$ cat src/rtl/dom_pkg.sv
// Shared definitions for the DOM AND share feeder: LFSR constants, FSM state
// encoding and the 32-step unrolled Galois LFSR advance.
package dom_pkg;

    localparam int          LFSR_W    = 32;
    localparam logic [31:0] LFSR_POLY = 32'h8020_0003;

    typedef enum logic [1:0] {
        IDLE  = 2'd0,
        ISSUE = 2'd1,
        HOLD  = 2'd2
    } state_t;

    // Right-shifting Galois LFSR advanced 32 steps, so every op gets fresh bits.
    function automatic logic [LFSR_W-1:0] lfsr_adv32(input logic [LFSR_W-1:0] l);
        logic [LFSR_W-1:0] v;
        v = l;
        for (int i = 0; i < 32; i++) begin
            if (v[0]) begin
                v = (v >> 1) ^ LFSR_POLY;
            end else begin
                v = v >> 1;
            end
        end
        return v;
    endfunction

endpackage

$ cat src/rtl/dom_lfsr32.sv
// 32-bit mask LFSR with seed load (zero seeds substituted) and a per-op
// 32-step advance.
module dom_lfsr32
    import dom_pkg::*;
#(
    parameter logic [31:0] SEED_DEFAULT = 32'hC0FF_EE01,
    parameter logic [31:0] SEED_SUBST   = 32'h1357_9BDF
) (
    input  logic              clk_i,
    input  logic              rst_i,
    input  logic              seed_valid_i,
    input  logic [31:0]       seed_i,
    input  logic              adv_i,
    output logic [LFSR_W-1:0] state_o
);

    logic [LFSR_W-1:0] lfsr_r;

    // LFSR state: seed load wins over advance; a zero seed would lock the LFSR.
    always_ff @(posedge clk_i) begin
        if (rst_i) begin
            lfsr_r <= SEED_DEFAULT;
        end else if (seed_valid_i) begin
            lfsr_r <= (seed_i == 32'h0000_0000) ? SEED_SUBST : seed_i;
        end else if (adv_i) begin
            lfsr_r <= lfsr_adv32(lfsr_r);
        end else begin
            lfsr_r <= lfsr_r;
        end
    end

    assign state_o = lfsr_r;

endmodule

$ cat src/rtl/dom_and_share_feeder.sv
// Splits operand pairs into two Boolean shares for a 2-share DOM AND gadget
// and sequences the gadget's one-cycle register latency.
module dom_and_share_feeder
    import dom_pkg::*;
#(
    parameter int          WIDTH        = 8,
    parameter logic [31:0] SEED_DEFAULT = 32'hC0FF_EE01,
    parameter logic [31:0] SEED_SUBST   = 32'h1357_9BDF
) (
    input  logic             clk_i,
    input  logic             rst_i,
    input  logic             seed_valid_i,
    input  logic [31:0]      seed_i,
    input  logic             in_valid_i,
    output logic             in_ready_o,
    input  logic [WIDTH-1:0] x_i,
    input  logic [WIDTH-1:0] y_i,
    output logic [WIDTH-1:0] X0_o,
    output logic [WIDTH-1:0] X1_o,
    output logic [WIDTH-1:0] Y0_o,
    output logic [WIDTH-1:0] Y1_o,
    output logic [WIDTH-1:0] Z_o,
    output logic             dom_q_valid_o,
    output logic             busy_o
);

    state_t            state_r;
    state_t            next_state_s;
    logic              accept_s;
    logic [LFSR_W-1:0] lfsr_s;
    logic [WIDTH-1:0]  mx_s, my_s, mz_s;
    logic [WIDTH-1:0]  x0_r, x1_r, y0_r, y1_r, z_r;
    logic              dq_valid_r;
    logic              busy_r;
    logic              unused_lfsr_s;

    assign in_ready_o = ((state_r == IDLE) || (state_r == HOLD)) && !seed_valid_i && !rst_i;
    assign accept_s   = in_valid_i && in_ready_o;

    assign mx_s          = lfsr_s[WIDTH-1:0];
    assign my_s          = lfsr_s[2*WIDTH-1:WIDTH];
    assign mz_s          = lfsr_s[3*WIDTH-1:2*WIDTH];
    assign unused_lfsr_s = ^lfsr_s[LFSR_W-1:3*WIDTH];

    dom_lfsr32 #(
        .SEED_DEFAULT (SEED_DEFAULT),
        .SEED_SUBST   (SEED_SUBST)
    ) u_lfsr (
        .clk_i        (clk_i),
        .rst_i        (rst_i),
        .seed_valid_i (seed_valid_i),
        .seed_i       (seed_i),
        .adv_i        (accept_s),
        .state_o      (lfsr_s)
    );

    // FSM state register.
    always_ff @(posedge clk_i) begin
        if (rst_i) begin
            state_r <= IDLE;
        end else begin
            state_r <= next_state_s;
        end
    end

    // Next state: ISSUE always moves to HOLD, where a new op may start at once.
    always_comb begin
        next_state_s = state_r;
        case (state_r)
            IDLE: begin
                if (accept_s) begin
                    next_state_s = ISSUE;
                end else begin
                    next_state_s = IDLE;
                end
            end
            ISSUE: next_state_s = HOLD;
            HOLD: begin
                if (accept_s) begin
                    next_state_s = ISSUE;
                end else begin
                    next_state_s = IDLE;
                end
            end
            default: next_state_s = IDLE;
        endcase
    end

    // Share and randomness registers: loaded only on accept so they stay stable.
    always_ff @(posedge clk_i) begin
        if (rst_i) begin
            x0_r <= '0;
            x1_r <= '0;
            y0_r <= '0;
            y1_r <= '0;
            z_r  <= '0;
        end else if (accept_s) begin
            x0_r <= x_i ^ mx_s;
            x1_r <= mx_s;
            y0_r <= y_i ^ my_s;
            y1_r <= my_s;
            z_r  <= mz_s;
        end else begin
            x0_r <= x0_r;
            x1_r <= x1_r;
            y0_r <= y0_r;
            y1_r <= y1_r;
            z_r  <= z_r;
        end
    end

    // Status flags registered from the next state so they track the FSM exactly.
    always_ff @(posedge clk_i) begin
        if (rst_i) begin
            dq_valid_r <= 1'b0;
            busy_r     <= 1'b0;
        end else begin
            dq_valid_r <= (next_state_s == HOLD);
            busy_r     <= (next_state_s != IDLE);
        end
    end

    assign X0_o          = x0_r;
    assign X1_o          = x1_r;
    assign Y0_o          = y0_r;
    assign Y1_o          = y1_r;
    assign Z_o           = z_r;
    assign dom_q_valid_o = dq_valid_r;
    assign busy_o        = busy_r;

endmodule

$ cat config.mk
export PLATFORM = sky130hd
export DESIGN_NAME = dom_and_share_feeder
export DESIGN_NICKNAME = d
export VERILOG_FILES = /design/src/rtl/dom_pkg.sv /design/src/rtl/dom_lfsr32.sv /design/src/rtl/dom_and_share_feeder.sv
export SDC_FILE = /design/constraint.sdc
export NUM_CORES = 1
export LEC_CHECK = 0
export CAP_MARGIN = 20
export CORE_ASPECT_RATIO = 0.8
export CORE_MARGIN = 3
export CORE_UTILIZATION = 30
export DETAILED_ROUTE_END_ITERATION = 7
export GPL_TIMING_DRIVEN = 0
export PLACE_DENSITY = 0.49
export SLEW_MARGIN = 5
export SYNTH_ARGS = -nofsm -noshare
export SYNTH_HDL_FRONTEND = slang
export SYNTH_SLANG_ARGS = --single-unit
$ cat constraint.sdc
create_clock -name clk_i -period 6.1 [get_ports clk_i]
set_input_delay 0.61 -clock clk_i [delete_from_list [all_inputs] [get_ports clk_i]]
set_output_delay 0.61 -clock clk_i [all_outputs]
set_load 0.005 [all_outputs]
==> results of run 1 <==
## cell usage after synthesis (2+ instances only)
library cell,count
a221oi_1,4
dfxtp_1,75
xnor3_1,5
xor2_1,27
o21bai_1,4
buf_2,4
nand4_1,2
or2_2,3
buf_4,3
xnor3_2,3
nor2_1,37
o21ai_0,16
xor3_2,2
xnor2_1,87
o22ai_1,4
nor3_1,4
inv_1,3
o221ai_1,4
xnor2_4,2
nor4_1,9
a211oi_1,18
a21o_1,2
buf_1,4
o211ai_1,5
nand2_1,68
a2111oi_2,2
clkbuf_1,26
xnor2_2,6
a21oi_1,43
xor3_1,2
## metrics by stage
step,cells,util (%),setup WS [ns]
global route,777,41.95,2.417
floorplan,487,-,3.438
detailed placement,761,39.83,2.405
global placement,761,39.83,2.420
finish,777,41.95,2.590
CTS,777,41.95,2.639
## critical path, stage by stage
cell,delay [ns]
clkdlybuf4s50_1,0.54
buf_1,0.51
clkbuf_1,0.59
nor3_1,0.16
clkdlybuf4s50_1,0.48
## cell families after synthesis
kind of cell              Yosys count  share of synthesized area (%)
DFF                                75                          34.41
xor gates and xnor gates          135                          33.44
and+or+nand+nor                   127                          12.10
AOI/OAI and AO/OA                 108                          15.74
buffers and inverters              42                          4.301
## worst max path at each step
| stage | to | startpoint | depth (start not counted) |
|---|---|---|---|
| after global routing | Y0_o[4] | rst_i | 10 |
| final | in_ready_o | seed_valid_i | 5 |
| after detailed placement | Y0_o[3] | rst_i | 10 |
| after global placement | Z_o[2] | rst_i | 10 |
| after floorplan | u_lfsr.state_o[31] | u_lfsr.state_o[13] | 8 |
| after CTS | in_ready_o | seed_valid_i | 5 |
## per-layer routing
layer  part of all wire (%)  up-vias  global-route usage [%]
met5                      0        -                       0
met4                    1.6        0                   4.971
met3                    7.1       17                   5.071
met2                     43      142                   28.95
met1                     48     1780                   26.53
li1                       -     1857                       -
## cell type report
cell class | instances | share of cell area [%]
Clock inverter | 5 | 0.9023
Clock buffer | 11 | 4.168
Tap cell | 180 | 3.867
Inverter | 3 | 0.1933
Multi-Input combinational cell | 370 | 45.91
Buffer | 39 | 3.029
Sequential cell | 75 | 25.78
Timing Repair Buffer | 94 | 16.15
## registers in the layout, indices dropped and copies added (netlist names)
signal          flops
busy_o              1
X0_o                8
Z_o                 8
Y1_o                8
dom_q_valid_o       1
Y0_o                8
state_r             1
u_lfsr.state_o     32
X1_o                8
==> flow_metrics.tcl, run 1 <==
set metrics [dict create \
    status "finished clean" \
    start_util_pct 31.43 \
    final-seq-area_um2 1501 \
    cts_sinks 75 \
    drtPass1Iterations 4 \
    yosys.area.top_type "dfxtp_1" \
    max_freq_mhz 284.9 \
    dieArea_um2 16040 \
    fillers 1413 \
    final_common_cell "clkdlybuf4s50_1" \
    cp.arrival_ns 2.90 \
    final_nets 644 \
    period_minus_slack_ns 3.510 \
    die_width_um 140.8 \
    cp.required_ns 5.49 \
    drive_above_1_share_pct 7.203 \
    cts_setup_buffers 0 \
    synth.avg_cell_area_um2 8.959 \
    place_area_um2 5529 \
    cts_made_buffers 9 \
    vias_per_cell 4.885 \
    antenna_found_initial 0 \
    crit_type "in -> out" \
    tns_ns 0 \
    mostFrequentLayoutCells "clkdlybuf4s50_1, xnor2_1, dfxtp_1" \
    r2r_slack_ns 2.91 \
    rr_worst_depth 8 \
    hold_ws_ns 0.4506 \
    async_flop_share_pct 0 \
    grt_pass1_vias 3916 \
    clk_pin_slew_ns 0.06 \
    n_antenna_cell 0 \
    placementRows 38 \
    clock_skew_ns 0.004347 \
    overflow 0 \
    ctsHoldBuffers 0 \
    cts.repair.resized 0 \
    clkLatencyLatePin_ns 0.34 \
    drtIter0Drc 266 \
    grt_max_degree 13 \
    syn_inst 487 \
    grt_use_total_pct 18.93 \
    yosysUniqueCellTypes 43 \
    yosys.area.top_type_share_pct 34.41 \
    cts_max_path_buffers 2 \
    cts_tree "done" \
    drv_cap 0 \
    ys.flop_type "dfxtp_1" \
    synth_seq_cells 75 \
    drc 0 \
    maxSlewViolCount 0 \
    ys_seq_area_share_pct 34.41 \
    hold_viol_final 0 \
    end_kind "primary output" \
    drt-total-wl_um 14960 \
    slew_headroom_pct 49.11 \
    hold-path-endpoint "dom_q_valid_o" \
    die_h_um 113.9 \
    grt_pass1_wl_um 22910 \
    synth_edf_count 0 \
    rsz0062_at_grt "no" \
    worst_slew_pin_slew_ns 0.7633 \
    crit_fanout 10 \
    htreeDepth 3 \
    yosysWarnings 0 \
    syn_nets 539 \
    syn_area_um2 4363 \
    hold_path_depth 1 \
    rr_endpoint "u_lfsr.state_o[18]" \
    io_pins 95 \
    num_vias 3796 \
    dp_hpwl_um 11680 \
    area_growth_syn_to_layout_pct 33.50 \
    hold_path.class "reg -> reg" \
    root_buffer "clkbuf_16" \
    setup_violations 0 \
    final_cell_area_um2 5824 \
    numPortBuffers 94 \
    fin_crit_sh_pct 57.54 \
    coreArea_um2 13880 \
    synthTopCellsByArea "dfxtp_1, xnor2_1, nand2_1, xor2_1, a21oi_1" \
    multi_input_area_um2 2674 \
    reg2reg_from "u_lfsr.state_o[5]" \
    post_drt_wl_per_cell_um 19.25 \
    start_kind "input pin" \
    ant_nets 0 \
    gp_congestion 0.8902 \
    hold_start "dom_q_valid_o" \
]
Power of run 1 is left out: the tool's default activity adds up to more than one toggle a clock period on the data nets, which glitch-free logic cannot reach.
==> run 2: changes to the inputs <==
- PLACE_DENSITY: 0.49 -> 0.51
- clock period: 6.1 -> 3.1 ns (I/O delays scaled with it)
==> run 2 against run 1 <==
  * Count of clock-buffer cells in the layout did not move
  * Highest routed layer unchanged
  * Sequential cell count did not move
  * Register-to-register slack got worse by 2.9 ns
  * Critical path type is now reg -> reg
  * Die area did not move
  * Routed wire length rose by 0.86%
  * Worst setup slack got worse by 2.6 ns
  * Cell count fell by 0.39%
  * Hold slack got worse by 0.012 ns
  * Final area rose by 0.90%
==> flow_metrics.tcl, run 2 (synthesized netlist as in run 1, its figures left out) <==
set metrics [dict create \
    worst_slew_pin_slew_ns 0.7676 \
    grt_max_degree 13 \
    gp_congestion 0.9291 \
    critPathMaxStageDelay_ns 0.55 \
    root_buffer "clkbuf_16" \
    path_buf_inv 1 \
    grt_pass1_wl_um 23000 \
    drtIter0Drc 247 \
    clk_pin_slew_ns 0.06 \
    status "finished clean" \
    area_growth_syn_to_layout_pct 34.70 \
    period_minus_slack_ns 3.080 \
    startpoint "u_lfsr.state_o[13]" \
    setup_violations 0 \
    crit_type "reg -> reg" \
    grt_use_met2_pct 28.95 \
    hold_viol_final 0 \
    die_h_um 113.9 \
    fin_util_pct 42.33 \
    drive_above_1_share_pct 7.744 \
    hold_path_depth 1 \
    cts_max_path_buffers 2 \
    dieArea_um2 16040 \
    rsz0062_at_grt "no" \
    clock_skew_ns 0.007353 \
    cp_cell_sequence "buf_4, xnor3_2, xor3_1, xnor2_2, xnor2_2, xor2_1, xnor2_1, o211ai_1" \
    cts_sinks 75 \
    maxSlewViolCount 0 \
    vias_per_cell 4.929 \
    cp.depth 8 \
    n_antenna_cell 0 \
    drtPass1Iterations 4 \
    antenna_found_initial 0 \
    cts_made_buffers 9 \
    final-seq-area_um2 1501 \
    crit_slowest_cell "xnor3_2" \
    placementRows 38 \
    cts_tree "done" \
    ant_nets 0 \
    drc 0 \
    start_util_pct 31.43 \
    final_common_cell "clkdlybuf4s50_1" \
    final_nets 641 \
    hold_path.class "reg -> reg" \
    coreArea_um2 13880 \
    end_kind "flop" \
    cp.arrival_ns 3.27 \
    grt_use_total_pct 19.09 \
    slew_headroom_pct 48.83 \
    mostFrequentLayoutCells "clkdlybuf4s50_1, xnor2_1, dfxtp_1" \
    htreeDepth 3 \
    numPortBuffers 94 \
    cts_setup_buffers 0 \
    rr_worst_depth 8 \
    dp_hpwl_um 11660 \
    fillers 1393 \
    multi_input_area_um2 2719 \
    post_drt_wl_per_cell_um 19.49 \
    cp.required_ns 3.29 \
    grt_pass1_vias 3903 \
    cp_top_family "XOR/XNOR gates" \
    num_vias 3815 \
    drv_cap 0 \
    max_freq_mhz 324.7 \
    crit_fanout 9 \
    cp_common_cell "xnor2_2" \
    start_kind "flop" \
    hold_start "dom_q_valid_o" \
    grt-busiest-layer "met2" \
    io_pins 95 \
    die_width_um 140.8 \
    overflow 0 \
    largest_reg_flops 32 \
    ctsHoldBuffers 0 \
    globalRouteMet1Util_pct 27.46 \
    grtUsageMet3_pct 4.443 \
    drt-total-wl_um 15090 \
    clkLatencyLatePin_ns 0.34 \
    fin_crit_sh_pct 99.36 \
    reg2reg_from "u_lfsr.state_o[13]" \
]
run 2: layout make-up:
cell class / count / area share (%)
Multi-Input combinational cell: 370 / 46.26
Sequential cell: 75 / 25.55
Timing Repair Buffer: 94 / 16.01
Clock buffer: 11 / 3.960
Tap cell: 180 / 3.832
Buffer: 36 / 2.810
Clock inverter: 5 / 1.320
Inverter: 3 / 0.2555
run 2: path summary, 6_finish.rpt:
path | to | slack (ns)
worst max register to register | u_lfsr.state_o[18] | 0.02
worst max-delay path | u_lfsr.state_o[18] | 0.02
worst min register to register | dom_q_valid_o | 0.44
worst min-delay path | dom_q_valid_o | 0.44
run 2: per-layer routing:
metal | routed length, um | part of all wire, %
met5 | 0 | 0
met4 | 218 | 1.4
met3 | 1120 | 7.4
met2 | 6564 | 44
met1 | 7184 | 48
run 2: stage by stage:
stage	setup WS, ns	std cells	TNS (ns)	hold slack (ns)	cell area (um^2)
floorplan	0.4380	487	0	0.4281	4363
global placement	-0.2621	761	-7.682	0.4276	5529
detailed placement	-0.3000	761	-8.830	0.4312	5529
CTS	0.03401	777	0	0.4439	5877
global route	0.007122	774	0	0.4660	5877
finish	0.01987	774	0	0.4383	5877
run 2: repair_timing:
action                                  in CTS  in global routing
gates cloned                                 0                  0
endpoints found under the setup margin       2                 47
pin swaps                                    0                  2
resized for setup                            4                  2
Power of run 2 is left out for the same reason.
==> run 3: changes to the inputs <==
- CTS_CLUSTER_SIZE: unset -> 28
==> results of run 3 <==
No change in the layout: final DEF, timing and power equal those of run 2.
Power of run 3 is left out for the same reason.
